[src/rtl/system_seq_if.sv]
// rtl/system_seq_if.sv - instruction handshake and accumulator control bus for system_seq
interface system_seq_if #(
    parameter int CNT_W = 8
);
    logic             start;
    logic             instr_valid;
    logic [7:0]       instr;
    logic             instr_ready;
    logic [3:0]       Abus;
    logic             SelB;
    logic             AddAlu;
    logic             LoadAc;
    logic             busy;
    logic             done;
    logic [CNT_W-1:0] op_cnt;

    // Instruction source / status consumer side
    modport master (
        output start, instr_valid, instr,
        input  instr_ready, Abus, SelB, AddAlu, LoadAc, busy, done, op_cnt
    );

    // Sequencer side
    modport slave (
        input  start, instr_valid, instr,
        output instr_ready, Abus, SelB, AddAlu, LoadAc, busy, done, op_cnt
    );
endinterface

[src/rtl/system_seq.sv]
// rtl/system_seq.sv - instruction sequencer driving accumulator datapath strobes
module system_seq #(
    parameter int CNT_W = 8
) (
    input  logic         clk,
    input  logic         rst,
    system_seq_if.slave  bus
);
    typedef enum logic [1:0] {IDLE, FETCH, EXEC, HALT} state_t;

    localparam logic [1:0] OP_LDI  = 2'b00;
    localparam logic [1:0] OP_ADD  = 2'b01;
    localparam logic [1:0] OP_HALT = 2'b11;

    state_t           state_q, state_d;
    logic [3:0]       abus_q, abus_d;
    logic             selb_q, selb_d;
    logic             addalu_q, addalu_d;
    logic             loadac_q, loadac_d;
    logic             busy_q, busy_d;
    logic             done_q, done_d;
    logic [1:0]       rep_q, rep_d;
    logic [CNT_W-1:0] op_cnt_q, op_cnt_d;
    logic [CNT_W-1:0] op_cnt_inc;

    logic [1:0] opcode;
    logic [1:0] rep_field;
    logic [3:0] operand;

    assign opcode    = bus.instr[7:6];
    assign rep_field = bus.instr[5:4];
    assign operand   = bus.instr[3:0];

    // Completed-instruction count sticks at all-ones instead of wrapping
    assign op_cnt_inc = (op_cnt_q == {CNT_W{1'b1}}) ? op_cnt_q : op_cnt_q + CNT_W'(1);

    // Next-state and registered-output decode; strobes simply hold through EXEC
    always_comb begin
        state_d  = state_q;
        abus_d   = abus_q;
        selb_d   = selb_q;
        addalu_d = addalu_q;
        loadac_d = loadac_q;
        rep_d    = rep_q;
        op_cnt_d = op_cnt_q;

        case (state_q)
            IDLE: begin
                if (bus.start) state_d = FETCH;
            end
            FETCH: begin
                selb_d   = 1'b0;
                addalu_d = 1'b0;
                loadac_d = 1'b0;
                if (bus.instr_valid) begin
                    if (opcode == OP_HALT) begin
                        state_d  = HALT;
                        op_cnt_d = op_cnt_inc;
                    end else begin
                        state_d  = EXEC;
                        abus_d   = operand;
                        rep_d    = (opcode == OP_LDI) ? 2'd0 : rep_field;
                        selb_d   = (opcode == OP_LDI);
                        addalu_d = (opcode == OP_ADD);
                        loadac_d = (opcode == OP_LDI) || (opcode == OP_ADD);
                    end
                end
            end
            EXEC: begin
                if (rep_q == 2'd0) begin
                    state_d  = FETCH;
                    selb_d   = 1'b0;
                    addalu_d = 1'b0;
                    loadac_d = 1'b0;
                    op_cnt_d = op_cnt_inc;
                end else begin
                    rep_d = rep_q - 2'd1;
                end
            end
            HALT: begin
                if (bus.start) state_d = FETCH;
            end
            default: state_d = IDLE;
        endcase

        busy_d = (state_d == FETCH) || (state_d == EXEC);
        done_d = (state_d == HALT);
    end

    // State and output registers with immediate clear on reset
    always_ff @(posedge clk or posedge rst) begin
        if (rst) begin
            state_q  <= IDLE;
            abus_q   <= 4'd0;
            selb_q   <= 1'b0;
            addalu_q <= 1'b0;
            loadac_q <= 1'b0;
            busy_q   <= 1'b0;
            done_q   <= 1'b0;
            rep_q    <= 2'd0;
            op_cnt_q <= '0;
        end else begin
            state_q  <= state_d;
            abus_q   <= abus_d;
            selb_q   <= selb_d;
            addalu_q <= addalu_d;
            loadac_q <= loadac_d;
            busy_q   <= busy_d;
            done_q   <= done_d;
            rep_q    <= rep_d;
            op_cnt_q <= op_cnt_d;
        end
    end

    assign bus.instr_ready = (state_q == FETCH);
    assign bus.Abus        = abus_q;
    assign bus.SelB        = selb_q;
    assign bus.AddAlu      = addalu_q;
    assign bus.LoadAc      = loadac_q;
    assign bus.busy        = busy_q;
    assign bus.done        = done_q;
    assign bus.op_cnt      = op_cnt_q;
endmodule

[src/flat_wrapper.sv]
// flat-port wrapper written by rule: the top's interface ports become plain ports
module system_seq_flat 
#(
    parameter int CNT_W = 8
)
  (clk, rst, bus_start, bus_instr_valid, bus_instr, bus_instr_ready, bus_Abus, bus_SelB, bus_AddAlu, bus_LoadAc, bus_busy, bus_done, bus_op_cnt);
  system_seq_if #(.CNT_W(CNT_W)) bus_i ();
  input  logic clk;
  input  logic rst;
  input wire logic [$bits(bus_i.start)-1:0] bus_start;
  input wire logic [$bits(bus_i.instr_valid)-1:0] bus_instr_valid;
  input wire logic [$bits(bus_i.instr)-1:0] bus_instr;
  output wire logic [$bits(bus_i.instr_ready)-1:0] bus_instr_ready;
  output wire logic [$bits(bus_i.Abus)-1:0] bus_Abus;
  output wire logic [$bits(bus_i.SelB)-1:0] bus_SelB;
  output wire logic [$bits(bus_i.AddAlu)-1:0] bus_AddAlu;
  output wire logic [$bits(bus_i.LoadAc)-1:0] bus_LoadAc;
  output wire logic [$bits(bus_i.busy)-1:0] bus_busy;
  output wire logic [$bits(bus_i.done)-1:0] bus_done;
  output wire logic [$bits(bus_i.op_cnt)-1:0] bus_op_cnt;
  assign bus_i.start = bus_start;
  assign bus_i.instr_valid = bus_instr_valid;
  assign bus_i.instr = bus_instr;
  assign bus_instr_ready = bus_i.instr_ready;
  assign bus_Abus = bus_i.Abus;
  assign bus_SelB = bus_i.SelB;
  assign bus_AddAlu = bus_i.AddAlu;
  assign bus_LoadAc = bus_i.LoadAc;
  assign bus_busy = bus_i.busy;
  assign bus_done = bus_i.done;
  assign bus_op_cnt = bus_i.op_cnt;
  system_seq #(.CNT_W(CNT_W)) u_core (.clk(clk), .rst(rst), .bus(bus_i));
endmodule
[config.mk]
export PLATFORM = sky130hd
export DESIGN_NAME = system_seq_flat
export DESIGN_NICKNAME = d
export VERILOG_FILES = /design/src/rtl/system_seq_if.sv /design/src/rtl/system_seq.sv /design/src/flat_wrapper.sv
export SDC_FILE = /design/constraint.sdc
export NUM_CORES = 1
export LEC_CHECK = 0
export ABC_AREA = 1
export CAP_MARGIN = 10
export CORE_ASPECT_RATIO = 1.1
export CORE_MARGIN = 1.5
export CORE_UTILIZATION = 32
export DETAILED_ROUTE_END_ITERATION = 8
export SYNTH_ARGS = -nofsm -noshare
export SYNTH_HDL_FRONTEND = slang
export SYNTH_SLANG_ARGS = --single-unit
[constraint.sdc]
create_clock -name clk -period 3.03 [get_ports clk]
set_input_delay 0.303 -clock clk [delete_from_list [all_inputs] [get_ports clk]]
set_output_delay 0.303 -clock clk [all_outputs]
set_load 0.005 [all_outputs]
* After elaboration in Yosys (flattened, before gate mapping)
Cells that the tools add are included.
Cells by class: add/sub/neg operators 2, equality and inequality tests 14, multiplexer cells 25, bitwise gates (word level) 1, reductions and logical operators 11
Operator list (count):
- 8-bit 2-to-1 mux | 4
- 8-bit one-hot mux with 2 select lines | 1
- 2-bit 2-to-1 mux | 7
- 2-bit equality test, second input constant | 5
- 8-bit by 1-bit adder with 8-bit output, second input constant | 1
- 8-bit equality test, second input constant | 1
- 1-bit 2-to-1 mux | 8
- 4-bit AND reduction | 2
- 2-bit by 1-bit equality test with 1-bit output, second input constant | 3
- 2-bit logical NOT | 3
- 2-bit inequality test, second input constant | 3
- 1-bit one-hot mux with 2 select lines | 3
- 2-bit one-hot mux with 3 select lines | 1
- 2-bit by 1-bit inequality test with 1-bit output, second input constant | 2
- 2-bit one-hot mux with 2 select lines | 1
- 3-bit AND reduction | 1
- 1-bit logical OR | 2
- 2-bit AND reduction | 1
- 2-bit nonzero test | 1
- 2-bit OR reduction | 1
- 2-bit by 1-bit subtractor with 2-bit output, second input constant | 1
- 1-bit NOT | 1
Word-level totals: bits in registers 21, input bits 12, output and inout port bits 18, logic and storage cells 62

* Longest topological paths before layout
depth in word-level cells 6, depth in mapped cells 9

* Least setup slack after synthesis
Ideal clock, no wire load.
path type reg-to-reg, start register u_core.state_q[0], end register u_core.busy_q (netlist: u_core.bus.busy), arrival 1.291 ns, data required time 2.904 ns, slack 1.613 ns, stages on the path, launching flop included 8, buffers on the path 0, cells stage by stage dfrtp_1 inv_1 ha_1 inv_2 o22ai_1 o21ai_0 inv_1 ha_1
Between the ends: longest elaborated chain between the ends 5, elaborated cells on any way between the ends 12, classes of those cells eq/ne: 5; mux: 4; reduce/logical: 3
RTL lines:
- from (decl) | line system_seq.sv:15 | state_t state_q, state_d;
- from (signal assigned) | line system_seq.sv:103 | state_q <= state_d;
- 2-bit equality test / 2-bit logical NOT (equally long branches) | line system_seq.sv:47 | case (state_q)
- 2-bit OR reduction (no source line)
- 2-bit one-hot mux with 3 select lines (*) | line system_seq.sv:47
- named net u_core.state_d[1] | line system_seq.sv:15
- 2-bit by 1-bit equality test with 1-bit output / 2-bit equality test (equally long branches) | line system_seq.sv:86 | busy_d = (state_d == FETCH) || (state_d == EXEC);
- 1-bit logical OR (*) | line system_seq.sv:86
- named net u_core.busy_d | line system_seq.sv:20 | logic busy_q, busy_d;
- to (signal assigned) | line system_seq.sv:108 | busy_q <= busy_d;
- to (decl) | line system_seq.sv:20
The timed path passes the listed nets; every way through them passes the cells marked *. A chain may end at the register's enable or synchronous reset.

* Worst setup path after layout
start register u_core.state_q[1], end output port bus_instr_ready
Between the ends: longest elaborated chain between the ends 1
RTL lines:
- 2-bit by 1-bit equality test with 1-bit output | line system_seq.sv:115 | assign bus.instr_ready = (state_q == FETCH);
- to (decl) | line flat_wrapper.sv:13 | output wire logic [$bits(bus_i.instr_ready)-1:0] bus_instr_ready;
No other way between the ends.

==> results_dict.tcl <==
set metrics [dict create \
    final_cells 237 \
    fin_nets 207 \
    ys_types 19 \
    synth_fp_nets 174 \
    vias 1048 \
    cts_tree "yes" \
    postCtsHoldBufs 0 \
    syn2layout_area_growth_pct 33.0 \
    period_share_pct 65.9 \
    crit_path_max_incr_delay_ps 570 \
    finalClockSkew_ps 2.88 \
    io_pins 30 \
    irDropWorstVdd_mv 0.319 \
    synth_mux_area_share_pct 0 \
    p_leak_nw 0.794 \
    ys_seq_elements 21 \
    ff2ff_path_depth 7 \
    port_buffers 29 \
    drt_first_pass_iters 4 \
    holdWs_ps 482 \
    dieArea_mm2 0.00407 \
    cp_max_fo 9 \
    slew_headroom_pct 45.9 \
    whs_path_depth 2 \
    layout_common_cells "nand2_1 (61), clkdlybuf4s50_1 (29), dfrtp_1 (21)" \
    stdcell_area_mm2 0.00157 \
    crit_path_end_kind "output pin" \
    grt_pass1_wl_mm 4.19 \
    drive_above_1_share_pct 6.42 \
    netlist_instances 155 \
    status "complete, no violations" \
    core_mm2 0.00360 \
    wl_mm 2.42 \
    n_antenna_cell 0 \
    numClockSinks 21 \
    clock_latency_ps 250 \
    setup_tns_ps 0 \
    pwr_density_cell_mw_per_mm2 795 \
    path_clk_slew_ps 70 \
    critPathKind "flip-flop to output pin" \
    place_congestion 0.785 \
    yosysSeqAreaShare_pct 44.4 \
    clockRootBuffer "clkbuf_8" \
    hold_class "flip-flop to flip-flop" \
    dp_hpwl_mm 1.96 \
    mostFrequentLayoutCell "nand2_1" \
    cts_max_level 1 \
    r2r-end "u_core.bus.busy" \
    antenna_found_initial 0 \
    r2r_start "u_core.state_q[0]" \
    grt_overflow 0 \
    post_dp_cell_area_mm2 0.00153 \
    cap_violations 0 \
    synthXorXnorAreaFrac_pct 2.22 \
    hold_viol_final 0 \
    rsz0062_at_grt "no" \
    path_delay_family "buffers and inverters" \
    hp-start "u_core.rep_q[1]" \
    p_total_mw 1.25 \
    grt_pass1_vias 1010 \
    clk_path_buf_depth 2 \
    multi_input_comb_area_um2 568 \
    n_fill_cell 377 \
    rrSetupSlack_ps 1460 \
    cp_cell_sequence "inv_1 > ha_1 > clkdlybuf4s50_1" \
    seqCellArea_um2 526 \
    synth-adder-area-share_pct 7.40 \
    fp.dieH_um 66.8 \
    initial_core_util_pct 32.9 \
    track_usage_pct 13.6 \
    min_to "u_core.rep_q[1]" \
    die_x_um 61.0 \
    tightest_slew_ps 811 \
    cts_resized 0 \
    timing.final.crit_period_ps 2000 \
    drt-initial-drc-count 50 \
    via_per_inst 4.42 \
    critPathArrivalTime_ps 1690 \
    startpoint_type "flip-flop" \
    fmax_mhz 501 \
    ys_warn_count 0 \
    synth_compound_area_share_pct 6.34 \
    grt_max_degree 22 \
    critPathSlowestCell "clkdlybuf4s50_1" \
    path_buf_inv 2 \
    cts_made_buffers 3 \
    synthSimpleGateAreaFrac_pct 32.0 \
    drc 0 \
    setup_violations 0 \
    placed_cells 233 \
    wl_per_cell_um 10.2 \
    synth.avg_cell_area_um2 7.64 \
    rows 23 \
    finalMaxSlewViolations 0 \
    ant_nets 0 \
    synth_area_mm2 0.00118 \
    post_cts_buffers 0 \
    synth_top_family_by_area "simple AND/OR/NAND/NOR gates" \
    cp.required_ps 2730 \
]
==> where the power goes <==
group | switching, mW | internal (mW) | total [mW] | leakage [nW]
clock network | 0.0832 | 0.0933 | 0.177 | 0.0228
registers | 0.0781 | 0.382 | 0.461 | 0.273
logic | 0.312 | 0.302 | 0.614 | 0.498
total | 0.473 | 0.777 | 1.25 | 0.794
==> tightest hold or removal path: stages, from the launching register on <==
cell,delay (ps)
dfrtp_1,340
nand2_1,50
nand2_1,60
==> worst max-delay path by stage <==
stage	slack, ps	start	endpoint	cells past startpoint
2_1_floorplan	1610	u_core.state_q[0]	u_core.bus.busy	7
3_3_place_gp	1300	bus_instr[6]	u_core.bus.busy	6
3_5_place_dp	1250	bus_instr[6]	u_core.bus.busy	6
4_1_cts	1020	u_core.state_q[1]	bus_instr_ready	3
5_1_grt	960	u_core.state_q[1]	bus_instr_ready	3
6_report	1030	u_core.state_q[1]	bus_instr_ready	3
==> kinds of logic (layout without fill, tap and decap cells) <==
family,count (synthesis),after routing
AOI/OAI and AO/OA,14,14
xor gates and xnor gates,3,3
adders and majority gates,7,7
buffers and inverters,23,55
DFF,21,21
and+or+nand+nor,87,87
==> metrics by stage <==
| step | util (%) | setup WS, ps |
|---|---|---|
| floorplan | - | 1610 |
| global placement | 42.5 | 1300 |
| detailed placement | 42.5 | 1250 |
| CTS | 43.8 | 1020 |
| global route | 43.8 | 960 |
| finish | 43.8 | 1030 |
==> routing by layer <==
metal	part of all wire [%]	vias to the layer above	global-route usage, %
met3	3.1	2	2.52
met4	0.50	0	4.62
met2	54	17	23.9
met1	42	486	16.4
met5	0	-	0
li1	-	543	-
==> state kept, by name, summed over array words and instances, names as in the netlist <==
register,cells
u_core.bus.Abus,4
u_core.bus.AddAlu,1
u_core.bus.LoadAc,1
u_core.bus.SelB,1
u_core.bus.busy,1
u_core.bus.done,1
u_core.bus.op_cnt,8
u_core.rep_q,2
u_core.state_q,2
==> final cells by class <==
| class | count | share of cell area [%] |
|---|---|---|
| clock buffer | 4 | 2.86 |
| inverter | 22 | 5.25 |
| multi-input combinational | 111 | 36.1 |
| sequential | 21 | 33.4 |
| tap | 50 | 3.97 |
| timing repair buffer | 29 | 18.4 |
==> cell usage after synthesis (all sizes together) <==
library cell	count	area [um^2]
ha	7	87.6
nor2	7	36.3
nand3	16	90.1
clkinv	1	3.75
nand2	64	253
buf	1	7.51
dfrtp	21	526
xnor2	2	17.5
xor2	1	8.76
o22ai	1	6.26
inv	21	78.8
o21ai	13	68.8
Power figures use the tool's default switching activity.
==> edit 1, RTL diff (same flow settings) <==
The 4 states of `state_t` get a one-hot encoding in 4 bits.
--- a/src/rtl/system_seq.sv
+++ b/src/rtl/system_seq.sv
@@ -7,5 +7,5 @@
     system_seq_if.slave  bus
 );
-    typedef enum logic [1:0] {IDLE, FETCH, EXEC, HALT} state_t;
+    typedef enum logic [3:0] {IDLE = 4'b0001, FETCH = 4'b0010, EXEC = 4'b0100, HALT = 4'b1000} state_t;
 
     localparam logic [1:0] OP_LDI  = 2'b00;
Function: no difference found for any inputs over 10 cycles, from zero or initial values and one cycle with rst high; not proved beyond that.
==> edit 1 against the original RTL <==
  * Register-to-register slack better by 0.16 ns
  * Worst setup slack better by 0.12 ns
  * Sequential cell count up 2
  * Final area up 3.2%
  * Routed wire length up 4.9%
  * Power down 15%
  * Synthesized area up 3.5%
  * Maximum frequency up 6.6%
  * Critical path depth up 1
  * Clock power up 5%
==> edit 1: results (changes against the original RTL) <==
metric,value,unit,change
placed_cell_area,1580,sq um,+3.2%
synth_area_leaders,"dfrtp_1 (45%), nand2_1 (17%), nand3_1 (5.7%)",,
slew_headroom,41.7,%,-4.2 points
rr_startpoint,u_core.bus.op_cnt[0],,
cp_slowest_stage_delay,0.54,ns,-0.03 ns
post_synth.cell_area_avg,7.95,sq um,+4.2%
synth_xor_area_share,2.15,%,-0.075 points
whs,0.485,ns,+0.00317 ns
routabilityCongestion,0.846,,+7.9%
grt_pass1_vias,1025,,+1.5%
fin_worst_skew,0.00340,ns,+0.000526 ns
dp_hpwl,1.99,mm,+1.3%
power_density,655,nW/um^2,-18%
p_int,0.708,mW,-9.0%
whs_endpoint,u_core.bus.Abus[1],,
ir_drop,0.298,mV,-6.5%
netlist-cell-type-count,24,,+5
synth_common_cells,"nand2_1 (56), dfrtp_1 (22), inv_1 (15)",,
vias,1060,,+1.1%
dp_slack,1.39,ns,+0.145 ns
drive_above_1_share,10.7,%,+4.3 points
seq_area_frac_synth,47.1,%,+2.7 points
synth_nets,168,,-3.4%
status,"complete, no violations",,
drt_iter0_markers,36,,-28%
nets,202,,-2.4%
clock.fmax,534,MHz,+6.6%
synth_adder_area_share,2.04,%,-5.4 points
r2r_setup_slack,1.62,ns,+0.16 ns
synth_compound_area_share,6.54,%,+0.19 points
wl,2.54,mm,+4.9%
r2r_end,u_core.bus.op_cnt[7],,
worstHoldStart,u_core.bus.Abus[1],,
grt_pass1_wl,4.38,mm,+4.6%
-- edit 1: changes by cell type after synthesis, sizes merged, moves of 2 or more --
cell and change:
ha -5, inv -3, nand3 -2, nand3b +3, nand4 +3, nor2 +4
o21ai -3
-- edit 1: final cells by class --
| cell class | instances | area (sq um) |
|---|---|---|
| timing repair buffer | 29 | 290 |
| tap | 50 | 62.6 |
| inverter | 18 | 67.6 |
| fill | 380 | 2030 |
| clock inverter | 1 | 5.00 |
| multi-input combinational | 113 | 581 |
| sequential | 23 | 577 |
| clock buffer | 3 | 41.3 |
-- edit 1: layer usage --
layer	vias to the layer above	GRT usage (%)	routed length [microns]
li1	557	-	-
met1	476	16.8	1140
met2	25	24.6	1250
met3	2	2.08	114
met4	0	4.79	31
met5	-	0	0
-- edit 1: critical path: cells and delay by family, from the launching register on --
kind	cells	cell delay, ns
buf+inv	2	0.64
flops	1	0.43
simple gates	2	0.24
==> edit 2, RTL diff (same settings) <==
Made on the original files. `CNT_W` is set to 8 in 3 places; all go to 12.
--- a/src/rtl/system_seq_if.sv
+++ b/src/rtl/system_seq_if.sv
@@ -1,5 +1,5 @@
 // rtl/system_seq_if.sv - instruction handshake and accumulator control bus for system_seq
 interface system_seq_if #(
-    parameter int CNT_W = 8
+    parameter int CNT_W = 12
 );
     logic             start;
--- a/src/rtl/system_seq.sv
+++ b/src/rtl/system_seq.sv
@@ -1,5 +1,5 @@
 // rtl/system_seq.sv - instruction sequencer driving accumulator datapath strobes
 module system_seq #(
-    parameter int CNT_W = 8
+    parameter int CNT_W = 12
 ) (
     input  logic         clk,
--- a/src/flat_wrapper.sv
+++ b/src/flat_wrapper.sv
@@ -2,5 +2,5 @@
 module system_seq_flat 
 #(
-    parameter int CNT_W = 8
+    parameter int CNT_W = 12
 )
   (clk, rst, bus_start, bus_instr_valid, bus_instr, bus_instr_ready, bus_Abus, bus_SelB, bus_AddAlu, bus_LoadAc, bus_busy, bus_done, bus_op_cnt);
Ports: changed (resized bus_op_cnt); port bits go from 30 to 34. No check against the original RTL was run, so the function may have changed too.
==> edit 2 against the original RTL <==
  * Synthesized cell count grew 17%
  * Final area grew 22%
  * Worst setup slack gained 0.13 ns
  * Die area grew 25%
  * Count of clock-buffer cells in the layout is the same
  * Highest routed layer unchanged
  * Combinational power grew 28%
  * Power grew 21%
  * Sequential cell count grew 4
  * Largest power group unchanged
  * Synthesized area grew 26%
  * Global-route usage grew 0.16 points
  * Routed wire length grew 25%
  * Maximum frequency grew 6.7%
==> edit 2: results (changes against the original RTL) <==
metric,value,unit,change
max_slew.worst_pin.slew,0.966,ns,+0.155 ns
fin_cells,271,,+14%
p_int,0.881,mW,+13%
grt_use_total,13.8,%,+0.16 points
met3_usage,1.94,%,-0.58 points
clk_latency,0.27,ns,+0.02 ns
netlist-cell-type-count,23,,+4
drt_iter0_markers,49,,-2.0%
synth_compound_area_share,6.36,%,+0.017 points
synth_area_leaders,"dfrtp_1 (42%), nand2_1 (14%), nand2_2 (6.3%)",,
cp.arrival,1.57,ns,-0.12 ns
status,"complete, no violations",,
clockPowerShare,13.2,%,-0.9 points
wl_per_cell,11.2,microns,+9.7%
whs,0.478,ns,-0.00398 ns
dp_hpwl,2.26,mm,+15%
use_met2,22.7,%,-1.3 points
power.static_leakage,0.879,nW,+11%
synth_xor_area_share,2.93,%,+0.71 points
port_buffers,33,,+14%
placed_cell_area,1870,sq um,+22%
routabilityCongestion,0.804,,+2.5%
dr_wl_met2,1.47,mm,+12%
nets,235,,+14%
synth_adder_area_share,4.18,%,-3.2 points
largest_register_ffs,12,,+4
post_synth.cell_area_avg,8.22,sq um,+7.6%
wl_met3,101,microns,+36%
seqPwrFrac,34.6,%,-2.2 points
min_period,1.87,ns,-0.125 ns
clk_pin_slew_worst_paths,0.09,ns,+0.02 ns
grt_pass1_vias,1194,,+18%
r2r_setup_slack,1.32,ns,-0.14 ns
-- edit 2: cell types whose count changed in the layout (fill, tap and decap cells not counted), sizes merged, moves of 4 or more --
cell	change
dfrtp	+4
nand4	+5
clkdlybuf4s50	+4
nor2	+6
nand2	+8
-- edit 2: layout make-up --
class	count	area (sq um)
multi-input cells	132	758
flip-flops and latches	25	626
fillers	468	2470
inverters	23	86.3
clock buffers	4	45.0
repair buffers	33	330
well taps	54	67.6
-- edit 2: worst paths after layout --
path | startpoint | endpoint | cells after the start
max | u_core.state_q[1] | bus_instr_ready | 3
min | u_core.bus.LoadAc | u_core.bus.LoadAc | 2
max reg2reg | u_core.state_q[1] | u_core.bus.op_cnt[8] | 9
min reg2reg | u_core.bus.LoadAc | u_core.bus.LoadAc | 2
max in group asynchronous | rst | u_core.bus.op_cnt[10] | 2
min in group asynchronous | rst | u_core.bus.op_cnt[3] | 2
